`src/rtl/lcd_time_writer.sv`:
```
// HD44780-class 8-bit write-only LCD driver: power-up/init, then refreshes line 1 cols 0..10 from a per-frame snapshot of num_data.
// Optional build macro LCD_WRITER_SKIP_UNCHANGED_EN: only rewrite a frame when num_data differs from the last written snapshot.
module lcd_time_writer #(
   parameter int POWERUP_CYC    = 750000,
   parameter int E_PULSE_CYC    = 25,
   parameter int CMD_WAIT_CYC   = 2500,
   parameter int CLEAR_WAIT_CYC = 100000
) (
   input  logic        clk,
   input  logic        rst,
   input  logic [43:0] num_data,
   output logic        lcd_rs,
   output logic        lcd_rw,
   output logic        lcd_e,
   output logic [7:0]  lcd_db,
   output logic        init_done,
   output logic        frame_done
);

   localparam int MAX_CYC_A = (POWERUP_CYC > CLEAR_WAIT_CYC) ? POWERUP_CYC : CLEAR_WAIT_CYC;
   localparam int MAX_CYC_B = (CMD_WAIT_CYC > E_PULSE_CYC) ? CMD_WAIT_CYC : E_PULSE_CYC;
   localparam int MAX_CYC   = (MAX_CYC_A > MAX_CYC_B) ? MAX_CYC_A : MAX_CYC_B;
   localparam int CNT_W     = (MAX_CYC > 1) ? $clog2(MAX_CYC) : 1;

   // Counters are loaded with (length - 1) and the phase ends on the cycle they read zero.
   localparam logic [CNT_W-1:0] PWR_LOAD   = CNT_W'((POWERUP_CYC    > 0) ? POWERUP_CYC    - 1 : 0);
   localparam logic [CNT_W-1:0] PULSE_LOAD = CNT_W'((E_PULSE_CYC    > 0) ? E_PULSE_CYC    - 1 : 0);
   localparam logic [CNT_W-1:0] CMD_LOAD   = CNT_W'((CMD_WAIT_CYC   > 0) ? CMD_WAIT_CYC   - 1 : 0);
   localparam logic [CNT_W-1:0] CLR_LOAD   = CNT_W'((CLEAR_WAIT_CYC > 0) ? CLEAR_WAIT_CYC - 1 : 0);

   typedef enum logic [2:0] {
      ST_POWERUP,
      ST_SETUP,
      ST_PULSE,
      ST_WAIT,
      ST_FRAME
   } state_t;

   typedef enum logic [1:0] {
      PH_INIT,
      PH_ADDR,
      PH_DATA
   } phase_t;

   state_t           state;
   state_t           state_next;
   phase_t           phase;
   phase_t           phase_next;
   logic [3:0]       idx;
   logic [3:0]       idx_next;
   logic [CNT_W-1:0] cnt;
   logic [CNT_W-1:0] cnt_next;
   logic [43:0]      snapshot;
   logic [43:0]      snapshot_next;
   logic             frame_go;
   logic [3:0]       nib;
   logic [7:0]       xfer_byte;
   logic             xfer_rs;

   function automatic logic [7:0] char_of(input logic [3:0] n);
      if (n <= 4'd9) begin
         return 8'h30 + {4'h0, n};
      end else if (n == 4'd10) begin
         return 8'h3A;
      end else begin
         return 8'h20;
      end
   endfunction

   // In FRAME, phase still tells what preceded it: PH_INIT means the first frame after init.
`ifdef LCD_WRITER_SKIP_UNCHANGED_EN
   assign frame_go = (phase != PH_DATA) || (num_data != snapshot);
`else
   assign frame_go = 1'b1;
`endif

   always_comb begin
      state_next    = state;
      phase_next    = phase;
      idx_next      = idx;
      cnt_next      = cnt;
      snapshot_next = snapshot;
      case (state)
         ST_POWERUP: begin
            if (cnt == '0) begin
               state_next = ST_SETUP;
               phase_next = PH_INIT;
               idx_next   = 4'd0;
            end else begin
               cnt_next = cnt - CNT_W'(1);
            end
         end
         ST_SETUP: begin
            state_next = ST_PULSE;
            cnt_next   = PULSE_LOAD;
         end
         ST_PULSE: begin
            if (cnt == '0) begin
               state_next = ST_WAIT;
               cnt_next   = (lcd_db == 8'h01) ? CLR_LOAD : CMD_LOAD;
            end else begin
               cnt_next = cnt - CNT_W'(1);
            end
         end
         ST_WAIT: begin
            if (cnt != '0) begin
               cnt_next = cnt - CNT_W'(1);
            end else begin
               case (phase)
                  PH_INIT: begin
                     if (idx == 4'd3) begin
                        state_next = ST_FRAME;
                     end else begin
                        state_next = ST_SETUP;
                        idx_next   = idx + 4'd1;
                     end
                  end
                  PH_ADDR: begin
                     state_next = ST_SETUP;
                     phase_next = PH_DATA;
                     idx_next   = 4'd0;
                  end
                  default: begin
                     if (idx == 4'd10) begin
                        state_next = ST_FRAME;
                     end else begin
                        state_next = ST_SETUP;
                        idx_next   = idx + 4'd1;
                     end
                  end
               endcase
            end
         end
         ST_FRAME: begin
            snapshot_next = num_data;
            if (frame_go) begin
               state_next = ST_SETUP;
               phase_next = PH_ADDR;
               idx_next   = 4'd0;
            end
         end
         default: begin
            state_next = ST_POWERUP;
            cnt_next   = PWR_LOAD;
         end
      endcase
   end

   // Byte for the transfer about to start; data bytes read the frozen snapshot.
   always_comb begin
      nib = 4'h0;
      for (int k = 0; k < 11; k++) begin
         if (idx_next == 4'(k)) begin
            nib = snapshot[4*k +: 4];
         end
      end
      case (phase_next)
         PH_INIT: begin
            case (idx_next)
               4'd0:    xfer_byte = 8'h38;
               4'd1:    xfer_byte = 8'h0C;
               4'd2:    xfer_byte = 8'h06;
               default: xfer_byte = 8'h01;
            endcase
         end
         PH_ADDR: xfer_byte = 8'h80;
         default: xfer_byte = char_of(nib);
      endcase
      xfer_rs = (phase_next == PH_DATA);
   end

   always_ff @(posedge clk) begin
      if (rst) begin
         state    <= ST_POWERUP;
         phase    <= PH_INIT;
         idx      <= 4'd0;
         cnt      <= PWR_LOAD;
         snapshot <= '0;
      end else begin
         state    <= state_next;
         phase    <= phase_next;
         idx      <= idx_next;
         cnt      <= cnt_next;
         snapshot <= snapshot_next;
      end
   end

   // Outputs are registered from the next state so they line up with the state register.
   always_ff @(posedge clk) begin
      if (rst) begin
         lcd_rs     <= 1'b0;
         lcd_db     <= 8'h00;
         lcd_e      <= 1'b0;
         init_done  <= 1'b0;
         frame_done <= 1'b0;
      end else begin
         if (state_next == ST_SETUP) begin
            lcd_rs <= xfer_rs;
            lcd_db <= xfer_byte;
         end
         lcd_e      <= (state_next == ST_PULSE);
         init_done  <= init_done | (state_next == ST_FRAME);
         frame_done <= (state_next == ST_FRAME) && (state != ST_FRAME) && (phase == PH_DATA);
      end
   end

   assign lcd_rw = 1'b0;

endmodule
```
`config.mk`:
```
export PLATFORM = sky130hd
export DESIGN_NAME = lcd_time_writer
export DESIGN_NICKNAME = d
export VERILOG_FILES = /design/src/rtl/lcd_time_writer.sv
export SDC_FILE = /design/constraint.sdc
export NUM_CORES = 1
export LEC_CHECK = 0
export CAP_MARGIN = 0
export CORE_MARGIN = 2
export CORE_UTILIZATION = 47
export CTS_BUF_LIST = sky130_fd_sc_hd__clkbuf_2 sky130_fd_sc_hd__clkbuf_4 sky130_fd_sc_hd__clkbuf_8
export CTS_CLUSTER_SIZE = 8
export DETAILED_ROUTE_END_ITERATION = 6
export PLACE_DENSITY = 0.7
export SLEW_MARGIN = 20
export SYNTH_ARGS = -nofsm -noshare
export SYNTH_HDL_FRONTEND = slang
export SYNTH_SLANG_ARGS = --single-unit
export TNS_END_PERCENT = 30
```
`constraint.sdc`:
```
create_clock -name clk -period 4 [get_ports clk]
set_input_delay 0.8 -clock clk [delete_from_list [all_inputs] [get_ports clk]]
set_output_delay 0.8 -clock clk [all_outputs]
set_load 0.02 [all_outputs]
```
==> results.json, run 1 <==
{
  "placeableCoreArea_sq_mm": 0.00964,
  "synth-xor-area-share_pct": 0.570,
  "tightest_slew_ps": 675,
  "fmax_mhz": 270,
  "min_to": "snapshot[14]",
  "cts_buffers": 9,
  "hp-class": "reg -> reg",
  "placed_cells": 777,
  "synth_enable_flop_cells": 0,
  "htreeDepth": 3,
  "layout-drive-gt1-share_pct": 7.85,
  "portBuffers": 56,
  "viasPerCell": 5.96,
  "first_global_vias": 4300,
  "cp_data_required_time_ps": 4280,
  "setup_tns_ps": 0,
  "final_common_cell": "nand2_1",
  "ant_nets": 0,
  "hpwl_mm": 9.28,
  "maxSlewHeadroom_pct": 55.0,
  "status": "finished, final reports clean",
  "worst_ep_arrival_time_ps": 3990,
  "grt_util_all_layers_pct": 24.9,
  "fin_worst_skew_ps": 11.5,
  "fin_nets": 708,
  "powerDensity_mw_per_mm2": 280,
  "start_kind": "register",
  "cap_violations": 0,
  "vias": 4736,
  "max_stage_delay_ps": 530,
  "muxShareOfSynthArea_pct": 1.52,
  "p_leak_uw": 0.00177,
  "clkTransAtPathRegs_ps": 90,
  "cp-end-kind": "register",
  "root_buffer": "clkbuf_8",
  "layout_common_cells": "nand2_1 (123), a21oi_1 (88), dfxtp_1 (84)",
  "synth-simple-area-share_pct": 26.3,
  "crit_type": "reg -> reg",
  "period_minus_slack_ps": 3710,
  "setup_violations": 0,
  "ios": 59,
  "cts_tree": "yes",
  "async_flop_share_pct": 0,
  "crit_top_cell": "a21oi_1",
  "synth_top_family_by_area": "compound AO/OA/AOI/OAI gates",
  "reg2reg_setup_slack_ps": 290,
  "clk_latency_ps": 360,
  "cp_top_family": "compound AO/OA/AOI/OAI gates",
  "netlist_area_sq_mm": 0.00461,
  "report.final.slew_viol_count": 0,
  "dr.pass1.iters": 5,
  "drc_errors": 0,
  "ys_seq_area_share_pct": 36.5,
  "synth_fa_ha_area_share_pct": 1.09,
  "drt-total-wl_mm": 12.9,
  "rsz0062_at_grt": "no",
  "synthFlopType": "dfxtp_1",
  "num_rows": 36,
  "ys_ff_latch": 84,
  "wl_per_cell_um": 16.2,
  "period_share_pct": 92.7,
  "grt_start_max_net_pins": 54,
  "grt_overflow": 0,
  "yosys_warnings": 0,
  "cp_max_fo": 15,
  "dieArea_sq_mm": 0.0106,
  "n_antenna_cell": 0,
  "initial_core_util_pct": 47.8,
  "die_x_um": 103,
  "synthCells": 615,
  "antenna_found_initial": 0,
  "area_growth_pct": 18.9,
  "synth_compound_area_share_pct": 28.5,
  "critPathBufInv": 1,
  "grt_pass1_wl_mm": 20.9,
  "ctsHoldBuffers": 0,
  "path_cells": "ha_1 -> or4b_1 -> a21oi_1 -> o21ai_1 -> a22o_1 -> buf_4 -> a21oi_1 -> nor4_1 -> o22a_1 -> or4_1 -> a311oi_2",
  "crit_path_top_delay_cell": "or4_1",
  "final_cells": 795,
  "hold_depth": 2,
  "first_iter_violations": 293,
  "clk_path_buf_depth": 2,
  "die_y_um": 103,
  "ir_worst_vdd_v": 0.000169,
  "ys_types": 70,
  "r2r_end": "lcd_db[2]",
  "syn_area_per_cell_sq_um": 7.50,
  "r2r-start": "idx[1]",
  "hold_path.startpoint": "snapshot[14]",
  "ff2ff_path_depth": 11,
  "final_hold_viol_count": 0,
  "gp_congestion": 0.925,
  "cts_sinks": 84
}
through the flow:
step	area [sq um]	setup slack, ps	total power (uW)	util, %	hold WS (ps)
global route	5480	134	1590	56.9	484
detailed placement	5250	171	934	54.5	449
global placement	5250	375	932	54.5	442
CTS	5450	141	1540	56.5	462
floorplan	4610	765	886	-	436
finish	5480	292	1530	56.9	458
worst max path at each step:
stage | start | endpoint | slack (ps) | cells past startpoint
6_report | idx[1] | lcd_db[2] | 290 | 11
5_1_grt | idx[1] | lcd_db[2] | 130 | 11
2_1_floorplan | cnt[10] | lcd_db[2] | 770 | 12
4_1_cts | cnt[0] | lcd_db[2] | 140 | 11
3_5_place_dp | cnt[0] | lcd_db[2] | 170 | 11
3_3_place_gp | cnt[0] | lcd_db[2] | 370 | 11
cells by family after synthesis:
family / after synthesis
and+or+nand+nor: 256
DFF: 84
buffers and inverters: 54
other: 1
adders and majority gates: 4
AOI/OAI and AO/OA: 206
muxes: 7
xor gates and xnor gates: 3
timing repair:
action	in CTS	in global routing
gates resized for setup	0	2
setup endpoints to repair	0	3
buffers inserted	0	3
per-layer routing:
layer	track usage [%]	wire, um	part of all wire [%]
met4	12.0	350	2.7
met2	42.3	6190	48
met1	30.7	5760	45
met3	4.07	571	4.4
met5	0	0	0
Yosys cell counts (all sizes together) (5+ instances only):
cell    instances  area, sq um
nand4          10         68.8
nor3           19         95.1
or3             5         31.3
buf            17          111
a21oi          88          440
a211oi         12         90.1
nor4           11         81.3
nand2         123          462
nor2           41          156
o22ai          11         68.8
inv             8         30.0
clkbuf         29          109
nand3          15         75.1
mux2i           7         70.1
a31oi          12         90.1
o21ai          35          175
dfxtp          84         1680
or4             6         48.8
worst reg2reg max path: stages, from the launching register on:
cell      delay [ps]
dfxtp_1          390
ha_1             240
or4b_1           490
a21oi_1          350
o21ai_1          250
a22o_1           420
buf_4            260
a21oi_1          160
nor4_1            90
o22a_1           220
or4_1            530
a311oi_2         240
layout make-up:
class	count	area, sq um
multi-input combinational	478	2700
inverter	8	30.0
fill	952	4160
sequential	84	1680
timing repair buffer	77	713
clock inverter	4	48.8
clock buffer	11	145
tap	133	166
sequential cells by signal, indices dropped and copies added (netlist names):
register and count:
init_done 1, frame_done 1, lcd_rs 1, lcd_e 1, snapshot 44, lcd_db 7
cnt 20, idx 4, phase 2, state 3
power by group:
part / internal (uW) / leakage [uW] / switching (uW) / total (uW)
Sequential: 838 / 0.000677 / 3.92 / 842
Clock: 310 / 0.000103 / 309 / 619
Combinational: 45.6 / 0.000989 / 26.7 / 72.3
Total: 1190 / 0.00177 / 340 / 1530
(Power assumes the default switching activity.)
==> run 2, diff against run 1 <==
--- a/config.mk
+++ b/config.mk
@@ -9,11 +9,8 @@
 export CORE_MARGIN = 2
 export CORE_UTILIZATION = 47
 export CTS_BUF_LIST = sky130_fd_sc_hd__clkbuf_2 sky130_fd_sc_hd__clkbuf_4 sky130_fd_sc_hd__clkbuf_8
-export CTS_CLUSTER_SIZE = 8
 export DETAILED_ROUTE_END_ITERATION = 6
 export PLACE_DENSITY = 0.7
-export SLEW_MARGIN = 20
 export SYNTH_ARGS = -nofsm -noshare
 export SYNTH_HDL_FRONTEND = slang
 export SYNTH_SLANG_ARGS = --single-unit
-export TNS_END_PERCENT = 30
==> results of run 2 <==
The final DEF is identical to that of run 1; final timing and power are the same.
==> RTL edit (config.mk and constraints of run 2) <==
The option `LCD_WRITER_SKIP_UNCHANGED_EN` is turned on by a define.
--- a/src/rtl/lcd_time_writer.sv
+++ b/src/rtl/lcd_time_writer.sv
@@ -2,2 +2,4 @@
 // Optional build macro LCD_WRITER_SKIP_UNCHANGED_EN: only rewrite a frame when num_data differs from the last written snapshot.
+`define LCD_WRITER_SKIP_UNCHANGED_EN
+
 module lcd_time_writer #(
Behaviour: no difference found for any inputs over 10 cycles, from zero or initial values and one cycle with rst high; that may be too few to reach the edited logic, so the function may still have changed.
==> RTL edit against run 2 <==
Synthesized cell count up 12%. Routed wire length rose by 37%. Core utilization increased by 5.9 points. Total power up 5.2%. Design area increased by 25%. Cell count up 18%. Area after synthesis grew 15%. Setup slack worse by 0.17 ns. Non-clock buffer count grew 54. Sequential cell count stayed put. Critical endpoint is now lcd_db[4].
==> RTL edit: results (changes against run 2) <==
startpoint of the worst hold path init_done (was snapshot[14]); crit path max-delay cell type clkdlybuf4s50_1 (was or4_1); Cell Int Power 0.001230 W (was 0.001193 W); total length of routed wires 17.66 mm (was 12.88 mm); post-synthesis sequential area ratio 31.67% (was 36.47%); R2R Path End lcd_db[4] (was lcd_db[2]); Slew headroom 45.09% (was 54.98%); proportion of layout cells with a drive suffix above 1 17.46% (was 7.855%); hold worst-path end init_done (was snapshot[14]); peak supply drop 0.2710 mV (was 0.1686 mV); final net count 842 (was 708); initial antenna violation count 0 (unchanged); post-route setup slack 0.1180 ns (was 0.2916 ns); vias in the first global route 5300 (was 4300); Initial DRC Count 499 (was 293); clk_skew 0.01066 ns (was 0.01146 ns); Port Buffers 56 (unchanged); fin cells 936 (was 795); CP Max Fanout 8 (was 15); Synth top cells by count nand2_1 (119), dfxtp_1 (84), a21oi_1 (68) (was nand2_1 (123), a21oi_1 (88), dfxtp_1 (84)); Area after DPL 6389 um2 (was 5251 um2); pre-CTS setup slack -0.5106 ns (was 0.1712 ns); kind of critical path primary input to flop (was flop to flop); vias 5605 (was 4736); CP arrival 4.12 ns (was 3.99 ns); syn_area_per_cell 7.707 um2 (was 7.497 um2); largest registers snapshot x44, cnt x20, lcd_db x7 (unchanged); Cells after DPL 915 (was 777); Hold WC Path Type flop to flop (unchanged); Placer Congestion 0.9395 (was 0.9252); CP peak stage delay 0.51 ns (was 0.53 ns); CP top delay family simple AND/OR/NAND/NOR gates (was compound AO/OA/AOI/OAI gates); worst skew pair latency 0.38 ns (was 0.36 ns); crit path launch num_data[39] (was idx[1]); pin count of the biggest net entering global routing 73 (was 54); first-pass GRT wire length 27.02 mm (was 20.94 mm); GRT Util Overall 29.38% (was 24.95%); origin of the critical flop-to-flop path cnt[0] (was idx[1]); leak pwr 2.602 nW (was 1.770 nW); main area contributors after synthesis dfxtp_1 (32%), nand2_1 (8.4%), a21oi_1 (6.4%) (was dfxtp_1 (36%), nand2_1 (10%), a21oi_1 (9.6%)); reg2reg setup slack 0.19 ns (was 0.29 ns); Synth cell types 85 (was 70); worst r2r path cells 17 (was 11); antenna diode count 0 (unchanged); Startpoint Class primary input (was flop); outcome complete, no violations (unchanged); hold slack 0.4472 ns (was 0.4579 ns); Final HPWL DP 13.06 mm (was 9.276 mm)
## RTL edit: power groups by stage
stage / clock network (W) / registers (W) / logic, W
6_report: 0.000639 / 0.000840 / 0.000135
5_1_grt: 0.000680 / 0.000840 / 0.000144
4_1_cts: 0.000647 / 0.000840 / 0.000131
3_5_place_dp: 0 / 0.000859 / 0.000130
3_3_place_gp: 0 / 0.000859 / 0.000129
2_1_floorplan: 0 / 0.000859 / 0.0000471
## RTL edit: timing repair
| item | CTS | global route |
|---|---|---|
| pin swaps | 0 | 15 |
| setup endpoints to repair | 3 | 5 |
| setup buffers | 0 | 6 |
| cloned | 0 | 1 |
| gates resized for setup | 2 | 38 |
| endpoints found under the hold margin | 0 | 0 |
## RTL edit: per-layer routing
metal,track usage (%),wire [um],vias to the layer above
met3,3.939,644,51
met5,0,0,-
met4,15.09,771,0
met1,33.60,7302,2673
met2,53.11,8943,180
li1,-,-,2701
## RTL edit: kinds of logic (layout without fill, tap and decap cells)
family          after synthesis  after routing  synth area share (%)
fa+ha+maj                     3              3                0.7070
flops                        84             84                 31.67
other cells                   1              2               0.07062
mux                          17             17                 3.252
simple gates                311            311                 29.76
xor+xnor                     43             43                 7.092
buf+inv                      52            158                 4.547
compound gates              178            178                 22.90
## RTL edit: cell type report
class	count	area (um2)
fill	1014	4078
multi-input combinational	554	3573
sequential	84	1683
timing repair buffer	131	1184
tap	140	175.2
clock buffer	12	158.9
inverter	13	48.80
clock inverter	2	35.03
## RTL edit: worst register-to-register path: cells and delay by family (launching register included)
kind	cells	cell delay [ns]
AO/OA/AOI/OAI	4	0.92
adder cells (fa/ha/maj)	1	0.19
buffers and inverters	5	0.72
flip-flops	1	0.33
multiplexers	2	0.29
AND/OR/NAND/NOR	5	1.23
